**config.mk**
```make
export PLATFORM = sky130hd
export DESIGN_NAME = cpu_step_ctrl
export DESIGN_NICKNAME = d
export VERILOG_FILES = /design/src/rtl/cpu_ctrl_pkg.sv /design/src/rtl/cpu_step_ctrl_key_debounce.sv /design/src/rtl/cpu_step_ctrl.sv
export SDC_FILE = /design/constraint.sdc
export NUM_CORES = 1
export LEC_CHECK = 0
export BUFFER_PORTS_ARGS = -buffer_cell sky130_fd_sc_hd__buf_2
export CAP_MARGIN = 5
export CORE_UTILIZATION = 35
export CTS_CLUSTER_DIAMETER = 100
export DETAILED_ROUTE_END_ITERATION = 7
export GPL_TIMING_DRIVEN = 1
export PLACE_DENSITY = 0.61
export SLEW_MARGIN = 20
export SYNTH_ARGS = -nofsm -noshare
export SYNTH_HDL_FRONTEND = slang
export SYNTH_SLANG_ARGS = --single-unit
```
**constraint.sdc**
```tcl
create_clock -name iCLK -period 2.6 [get_ports iCLK]
set_input_delay 0.13 -clock iCLK [delete_from_list [all_inputs] [get_ports iCLK]]
set_output_delay 0.13 -clock iCLK [all_outputs]
set_load 0.05 [all_outputs]
```
**src/rtl/cpu_ctrl_pkg.sv**
```systemverilog
// Shared definitions for cpu_step_ctrl: controller state encoding, run-rate codes,
// default halt instruction and the prescaler terminal-count helper.
package cpu_ctrl_pkg;

  typedef enum logic [1:0] {
    ST_IDLE = 2'd0,
    ST_RUN  = 2'd1,
    ST_STEP = 2'd2,
    ST_HALT = 2'd3
  } ctrl_state_t;

  localparam logic [1:0] RATE_1HZ  = 2'd0;
  localparam logic [1:0] RATE_2HZ  = 2'd1;
  localparam logic [1:0] RATE_10HZ = 2'd2;
  localparam logic [1:0] RATE_FAST = 2'd3;

  localparam logic [31:0] HALT_INST_DEFAULT = 32'hFFFFFFFF;

  // Terminal count of the run prescaler; the divisor is floored at 2 so that
  // two run ticks are never closer than two clocks, even for tiny clk_hz.
  function automatic logic [31:0] rate_divisor(input int unsigned clk_hz,
                                               input logic [1:0] sel);
    int unsigned div;
    case (sel)
      RATE_1HZ:  div = clk_hz;
      RATE_2HZ:  div = clk_hz / 2;
      RATE_10HZ: div = clk_hz / 10;
      default:   div = 2;
    endcase
    if (div < 2) div = 2;
    return div - 1;
  endfunction

endpackage

```
**src/rtl/cpu_step_ctrl_key_debounce.sv**
```systemverilog
// key_debounce: 2-flop synchronizer plus level debouncer for an active-low push button;
// emits a one-clock press pulse per accepted 1->0 transition.
module key_debounce #(
  parameter int unsigned DEBOUNCE_CYCLES = 500000
) (
  input  logic iCLK,
  input  logic iRST_N,
  input  logic key_n,
  output logic press
);

  localparam int unsigned CNT_W = (DEBOUNCE_CYCLES > 1) ? $clog2(DEBOUNCE_CYCLES) : 1;
  localparam logic [CNT_W-1:0] CNT_MAX = CNT_W'(DEBOUNCE_CYCLES - 1);

  logic             sync_1;
  logic             sync_2;
  logic             key_level;
  logic             armed;
  logic [CNT_W-1:0] cnt;
  logic             accept;

  assign accept = (sync_2 != key_level) && (cnt == CNT_MAX);

  // Synchronizer flops reset to the pressed level while the debounced level resets
  // to released: a key held through reset is accepted silently and only arms the
  // press output once a genuine release has been seen.
  always_ff @(posedge iCLK or negedge iRST_N) begin
    if (!iRST_N) begin
      sync_1    <= 1'b0;
      sync_2    <= 1'b0;
      key_level <= 1'b1;
      armed     <= 1'b0;
      cnt       <= '0;
      press     <= 1'b0;
    end else begin
      sync_1 <= key_n;
      sync_2 <= sync_1;
      press  <= accept && !sync_2 && armed;
      if (sync_2 != key_level) begin
        if (accept) begin
          key_level <= sync_2;
          cnt       <= '0;
        end else begin
          cnt <= cnt + CNT_W'(1);
        end
      end else begin
        cnt <= '0;
      end
      if (key_level && sync_2) armed <= 1'b1;
    end
  end

endmodule

```
**src/rtl/cpu_step_ctrl.sv**
```systemverilog
// cpu_step_ctrl: run/single-step/halt controller producing one cpu_en pulse per instruction.
// Optional macro BREAKPOINT_EN adds the bp_addr/bp_valid ports and a PC breakpoint compare.
module cpu_step_ctrl
  import cpu_ctrl_pkg::*;
#(
  parameter int unsigned CLK_HZ          = 50000000,
  parameter int unsigned DEBOUNCE_CYCLES = 500000,
  parameter logic [31:0] HALT_INST       = HALT_INST_DEFAULT
) (
  input  logic        iCLK,
  input  logic        iRST_N,
  input  logic        run_sw,
  input  logic        step_key_n,
  input  logic [1:0]  rate_sel,
  input  logic [7:0]  pc,
  input  logic [31:0] inst,
`ifdef BREAKPOINT_EN
  input  logic [7:0]  bp_addr,
  input  logic        bp_valid,
`endif
  output logic        cpu_en,
  output logic [1:0]  state,
  output logic        halted,
  output logic [15:0] instr_count
);

  ctrl_state_t state_q;
  ctrl_state_t state_d;
  logic        pulse_d;
  logic        press;
  logic [31:0] presc_q;
  logic [31:0] presc_tc;
  logic [1:0]  rate_q;
  logic        presc_clr;
  logic        tick;
  logic        halt_cond;

  key_debounce #(
    .DEBOUNCE_CYCLES(DEBOUNCE_CYCLES)
  ) u_key_debounce (
    .iCLK  (iCLK),
    .iRST_N(iRST_N),
    .key_n (step_key_n),
    .press (press)
  );

  assign presc_tc = rate_divisor(CLK_HZ, rate_sel);
  assign tick     = (presc_q == presc_tc) && (rate_sel == rate_q);

`ifdef BREAKPOINT_EN
  assign halt_cond = (inst == HALT_INST) || (bp_valid && (pc == bp_addr));
`else
  logic pc_unused;
  assign pc_unused = ^pc;
  assign halt_cond = (inst == HALT_INST);
`endif

  // The prescaler restarts on RUN entry and on any rate change so the first run
  // tick is always a full period away from the previous pulse.
  assign presc_clr = (rate_sel != rate_q) || ((state_q != ST_RUN) && (state_d == ST_RUN));

  always_ff @(posedge iCLK or negedge iRST_N) begin
    if (!iRST_N) begin
      presc_q <= '0;
      rate_q  <= RATE_1HZ;
    end else begin
      rate_q <= rate_sel;
      if (presc_clr || tick) presc_q <= '0;
      else                   presc_q <= presc_q + 32'd1;
    end
  end

  always_comb begin
    state_d = state_q;
    pulse_d = 1'b0;
    case (state_q)
      ST_IDLE: begin
        if (run_sw)     state_d = ST_RUN;
        else if (press) state_d = ST_STEP;
      end
      ST_RUN: begin
        if (!run_sw) begin
          state_d = ST_IDLE;
        end else if (tick) begin
          if (halt_cond) state_d = ST_HALT;
          else           pulse_d = 1'b1;
        end
      end
      ST_STEP: begin
        // Only the halt instruction stops a step; a breakpoint must be steppable.
        if (inst == HALT_INST) begin
          state_d = ST_HALT;
        end else begin
          state_d = ST_IDLE;
          pulse_d = 1'b1;
        end
      end
      ST_HALT: begin
        if (!run_sw)    state_d = ST_IDLE;
        else if (press) state_d = ST_STEP;
      end
      default: state_d = ST_IDLE;
    endcase
  end

  always_ff @(posedge iCLK or negedge iRST_N) begin
    if (!iRST_N) begin
      state_q     <= ST_IDLE;
      cpu_en      <= 1'b0;
      instr_count <= '0;
    end else begin
      state_q <= state_d;
      cpu_en  <= pulse_d;
      if (cpu_en) instr_count <= instr_count + 16'd1;
    end
  end

  assign state  = state_q;
  assign halted = (state_q == ST_HALT);

endmodule
```
==> run metrics, run 1 <==
sequential fraction of the synthesis area approximately 47%; DRC 0; placed insts ~600; vias in the first global route 3147; worst slack, placed about 0.22 ns; starting density of the core a little over a third; Clock transition at path regs 0.06 ns; Die X roughly 110 microns; Placed Area 4540 sq um; synth unique cells 47; area of the multi-input gates ~2100 sq um; DR vias/cell roughly 5.2; Worst Setup SP rate_sel[1]; Worst Setup EP state[0]; Clock Tree Buf Depth 2; Synth top area share a little under half; Area Growth Syn to Fin 19.8%; flops & latches, synth 77; initial DRC count 170; VDD IR-drop max ~0.00036 V; Clk Latency, worst-skew pair 0.33 ns; post-synth top area cell dfrtp_1; DIE AREA about 12000 sq um; Final Cycle Share a little over nine tenths; Post-Synthesis Cells 412; Worst-Margin Slew 0.966 ns; EDFF count, synth 0; Synth area leaders dfrtp_1, xor2_1, xnor2_1, ha_1, nor3_1; CP max FO 7; via count between 3000 and 4000; Final HPWL DP 5910 microns; asr flop ratio synth 100%; Num CTS Buffers 9; Final Critical Period roughly 2.5 ns; row count 39; WP data arrival 2.75 ns; final setup vio count 0; Critical R2R Launch presc_q[10]; P_leak ~2.2 nW; TritonCTS Sinks 77; fillers roughly 1100; Final GP Congestion around 0.83; Final Util 43.0%; cell area after layout about 4900 sq um; R2R cell count 6; Max Cap Viol 0; synth cell count leaders dfrtp_1, nor2_1, xor2_1; P per Cell Area approximately 570 nW/um^2; Routed Antenna Nets 0; worst setup path class in2reg; Non-Filler Instances around 620; largest net degree at the start of global routing between 70 and 80; antenna violations before repair 0; Avg WL per Cell 13.7 microns; Top Ports between 60 and 70; RR Endpoint presc_q[24]; count leader, synth dfrtp_1; HP Class in2reg; core area 11400 sq um; drt total wl 8540 microns; DRT Pass-1 Iters 4; CTS root buf clkbuf_16; yosys warns 0; port bufs between 50 and 60; Max H-tree Level 3; Overflow after GRT 0; Max Fclk 0.401 GHz; Die Ht approximately 110 microns; Synth Net Count ~470; first-pass GRT wire length 14500 microns; dominant synthesized flop cell dfrtp_1; gr usage total ~15%; final hold vios 0; Post-Syn Area 4080 sq um; Slew HR between 30% and 40%; startpoint class of the critical path input pin; register area a little under 2000 sq um; R2R setup slack roughly 0.3 ns; syn_area_per_cell about 9.9 sq um; diode count 0; CTS tree built; Layout Skew around 0.0057 ns; status complete, no violations; Final Max Slew Viols 0; Worst setup EP type register; Final #Nets roughly 540; layout cells sized above 1 about 17%; min setup slack post-route roughly 0.11 ns; CP Data Required Time around 2.9 ns
-- worst min path at each step --
stage / from / end / slack (ns) / depth (start not counted)
finish: run_sw / state[0] / 0.19 / 4
detailed placement: step_key_n / u_key_debounce.sync_1 / 0.24 / 1
global placement: step_key_n / u_key_debounce.sync_1 / 0.24 / 1
global route: run_sw / state[0] / 0.21 / 4
floorplan: iRST_N / cpu_en / -0.17 / 0
CTS: run_sw / state[0] / 0.18 / 4
-- critical path, stage by stage --
cell           delay (ns)
dlygate4sd3_1        0.52
clkbuf_4             0.18
inv_1                0.09
ha_1                 0.20
or3_1                0.30
a211o_1              0.31
or4_4                0.51
or3_1                0.38
a21oi_1              0.12
-- flip-flops by register name, indices dropped and copies added, names as in the netlist --
signal                    count
instr_count                  16
cpu_en                        1
u_key_debounce.armed          1
u_key_debounce.press          1
u_key_debounce.sync_2         1
u_key_debounce.cnt           19
u_key_debounce.key_level      1
rate_q                        2
u_key_debounce.sync_1         1
state                         2
presc_q                      32
-- cell families (layout without fill, tap and decap cells) --
kind of cell	after synthesis	in the layout	share of synthesized area [%]
AND/OR/NAND/NOR	206	206	27.3
flip-flops	77	77	47.2
XOR/XNOR	67	67	14.4
AO/OA/AOI/OAI	25	25	4.26
buffers and inverters	21	90	1.99
adder cells (fa/ha/maj)	14	14	4.29
multiplexers	2	2	0.552
-- metal layers --
metal	up-vias	global-route usage, %	routed length, microns
met3	9	1.65	338
li1	1600	-	-
met2	71	24.6	3960
met5	-	0	0
met4	0	6.67	144
met1	1562	20.8	4090
-- cell usage in the layout (no fill, tap or decap), drive strengths merged, types with 8 or more instances in the layout --
cell,instances
nand4,22
nor3,34
nand2,23
xnor2,32
and4,8
ha,14
clkbuf,10
and3,14
xor2,35
inv,11
dfrtp,76
nor2,39
buf,60
nand3,31
-- timing repair --
| action | in CTS | in global routing |
|---|---|---|
| buffers inserted | 0 | 0 |
| endpoints found under the hold margin | 41 | 0 |
| resized for setup | 0 | 2 |
| hold buffers | 4 | 0 |
| endpoints found under the setup margin | 0 | 21 |
-- report_power, final --
part	total (mW)	switching, mW	internal (mW)
sequential	1.25	0.0283	1.22
clock	1.25	0.503	0.748
combinational	0.283	0.182	0.100
total	2.78	0.714	2.07
-- metrics by stage --
| step | setup TNS [ns] | hold WS (ns) | power (mW) |
|---|---|---|---|
| 2_1_floorplan | 0 | -0.166 | 1.44 |
| 3_3_place_gp | 0 | 0.240 | 1.54 |
| 3_5_place_dp | 0 | 0.243 | 1.55 |
| 4_1_cts | 0 | 0.177 | 2.81 |
| 5_1_grt | -0.0217 | 0.211 | 2.89 |
| 6_report | 0 | 0.187 | 2.78 |
-- cell type report --
cell class | instances | area share, %
multi-input combinational | 314 | 42.5
sequential | 77 | 39.4
timing repair buffer | 65 | 7.62
clock buffer | 9 | 4.60
tap | 143 | 3.66
clock inverter | 7 | 1.51
inverter | 9 | 0.691
Note: power is estimated with default switching activity, not from simulation.
==> run 2, diff against run 1 <==
--- a/config.mk
+++ b/config.mk
@@ -11,8 +11,10 @@
 export CTS_CLUSTER_DIAMETER = 100
 export DETAILED_ROUTE_END_ITERATION = 7
 export GPL_TIMING_DRIVEN = 1
-export PLACE_DENSITY = 0.61
+export PLACE_DENSITY_LB_ADDON = 0.15
+export SETUP_SLACK_MARGIN = 0.15
 export SLEW_MARGIN = 20
 export SYNTH_ARGS = -nofsm -noshare
 export SYNTH_HDL_FRONTEND = slang
+export SYNTH_HIERARCHICAL = 1
 export SYNTH_SLANG_ARGS = --single-unit
==> run metrics, run 2 <==
post-synth top area cell dfrtp_1; status finished, violations left; Max Cap Viol 0; largest net degree at the start of global routing ~80; drt total wl just under 9000 microns; CTS tree built; EDFF count, synth 0; Final Cycle Share 85.2%; max reg flops 32; largest register by flop count presc_q; Max Fclk about 0.45 GHz; commonest non-fill, non-tap cells in the layout dfrtp_1, buf_2, nor3_1; Max H-tree Level 3; Pwr Total ~2.9 mW; routed wl met2 about 3900 microns; Avg WL per Cell around 14 microns; Routed Antenna Nets 0; DIE AREA approximately 12000 sq um; fillers between 1000 and 1500; Die X 111 microns; Final HPWL DP between 6000 and 7000 microns; failing checks design-rule violations; Final GP Congestion approximately 0.79; Top Ports 66; RSZ-0062 raised after global routing false; Num CTS Buffers 9; CP max FO 24; asr flop ratio synth 100%; CTS root buf clkbuf_16; TritonCTS Sinks between 70 and 80; WP data arrival about 2.4 ns; sequential fraction of the synthesis area between 40 and 50%; top sig layer met4; syn_area_per_cell about 10 sq um; Post-Synthesis Cells 410; synth cell count leaders dfrtp_1, nor3_1, xor2_1; Final #Nets approximately 540; final setup vio count 0; Die Ht 111 microns; met1 WL between 4000 and 5000 microns; clock share of power 46.1%; synth unique cells 49; layout cells sized above 1 between 20% and 30%; P per Cell Area ~570 nW/um^2; flops & latches, synth 77; Clk Latency, worst-skew pair about 0.34 ns; Synth top area share ~45%; port bufs 57; Synth area leaders dfrtp_1, xor2_1, xnor2_1, nand4_1, ha_1; DR vias/cell ~5.2; vias in the first global route around 3200; VDD IR-drop max 0.000324 V; Largest regs presc_q x32, u_key_debounce/cnt x19, instr_count x16; Area Growth Syn to Fin 19.7%; HP Class in2reg; startpoint class of the critical path input pin; antenna violations before repair 0; dominant synthesized flop cell dfrtp_1; initial DRC count 129; Comb power frac 10.5%; via count approximately 3300; core area approximately 12000 sq um; Synth Net Count 470; Post-Syn Area around 4200 sq um; P_leak ~2.2 nW; Int Pwr 2.10 mW; most common cell after layout, fill and taps aside dfrtp_1; DRC 2; gr usage total between 15 and 20%; Final Critical Period roughly 2.2 ns; diode count 0; Worst setup EP type register; DRT Pass-1 Iters 6; Slew HR 53.1%; row count 39; yosys warns 6; Worst-Margin Slew 0.703 ns; switching power approximately 0.77 mW; switching share of power between 20% and 30%; Clock Tree Buf Depth 2; Layout Skew a little under 0.007 ns; sequential share of power 43.4%; worst setup path class in2reg; starting density of the core 36.4%; Final Max Slew Viols 0; final hold vios 0; count leader, synth dfrtp_1; Clock transition at path regs around 0.07 ns; first-pass GRT wire length around 16000 microns; Overflow after GRT 0; met3 WL post-DR between 200 and 300 microns; Setup TNS Final 0 ns; CP Data Required Time around 2.8 ns
[run 2: path summary, 6_finish.rpt]
kind                                     endpoint             startpoint  slack, ns  depth (start not counted)
min in group asynchronous             presc_q[17]                 iRST_N       0.39                          2
max in group asynchronous  u_key_debounce/cnt[15]                 iRST_N       1.73                          2
hold / removal                          rate_q[1]            rate_sel[1]       0.03                          1
setup / recovery                      presc_q[22]            rate_sel[0]       0.38                         11
hold reg to reg             u_key_debounce/sync_2  u_key_debounce/sync_1       0.35                          0
setup reg to reg                       presc_q[9]               state[0]       0.52                          6
[run 2: final cells by class]
type	count	area, sq um	share of cell area (%)
Sequential cell	77	1930	38.5
Inverter	12	45.0	0.899
Clock inverter	7	88.8	1.77
Clock buffer	9	225	4.49
Multi-Input combinational cell	309	2150	42.9
Tap cell	143	179	3.57
Timing Repair Buffer	68	394	7.87
[run 2: logic make-up (layout without fill, tap and decap cells)]
| family | count (synthesis) | in the layout | synth area share (%) |
|---|---|---|---|
| DFF | 77 | 77 | 46.1 |
| muxes | 2 | 2 | 0.538 |
| adders and majority gates | 14 | 14 | 4.18 |
| AOI/OAI and AO/OA | 32 | 32 | 5.92 |
| buffers and inverters | 24 | 96 | 2.99 |
| xor gates and xnor gates | 62 | 62 | 13.0 |
| and+or+nand+nor | 199 | 199 | 27.3 |
[run 2: critical path, stage by stage]
cell and delay, ns:
dlygate4sd3_1 0.52, buf_2 0.18, inv_1 0.10, ha_1 0.29
nor3_1 0.21, o22ai_1 0.10, nor4_2 0.25, buf_4 0.16
and3_1 0.21, buf_12 0.19, nor3_1 0.07
[run 2: power by group through the flow]
stage / clock [mW] / sequential, mW / combinational, mW
5_1_grt: 1.42 / 1.25 / 0.342
3_3_place_gp: 0 / 1.27 / 0.293
6_report: 1.32 / 1.24 / 0.301
3_5_place_dp: 0 / 1.27 / 0.297
2_1_floorplan: 0 / 1.29 / 0.170
4_1_cts: 1.37 / 1.24 / 0.302
[run 2: through the flow]
| step | setup slack (ns) | cells | util (%) | hold WS, ns | cell area [sq um] |
|---|---|---|---|---|---|
| finish | 0.384 | 625 | 43.5 | 0.0290 | 5010 |
| global route | 0.221 | 625 | 43.5 | 0.0253 | 5010 |
| CTS | 0.212 | 624 | 43.3 | 0.0178 | 4980 |
| detailed placement | 0.335 | 605 | 40.3 | 0.241 | 4640 |
| global placement | 0.385 | 605 | 40.3 | 0.240 | 4640 |
| floorplan | 0.177 | 410 | - | -0.166 | 4190 |
[run 2: what timing repair did]
action / 4_1_cts / 5_1_grt
hold buffers: 3 / 0
endpoints found under the hold margin: 12 / 0
setup buffers: 0 / 1
resized for setup: 0 / 2
endpoints found under the setup margin: 0 / 31
[run 2: per-layer routing]
layer,GRT usage (%),up-vias
li1,-,1620
met1,22.0,1579
met2,24.3,64
met3,3.05,12
met4,7.03,0
met5,0,-
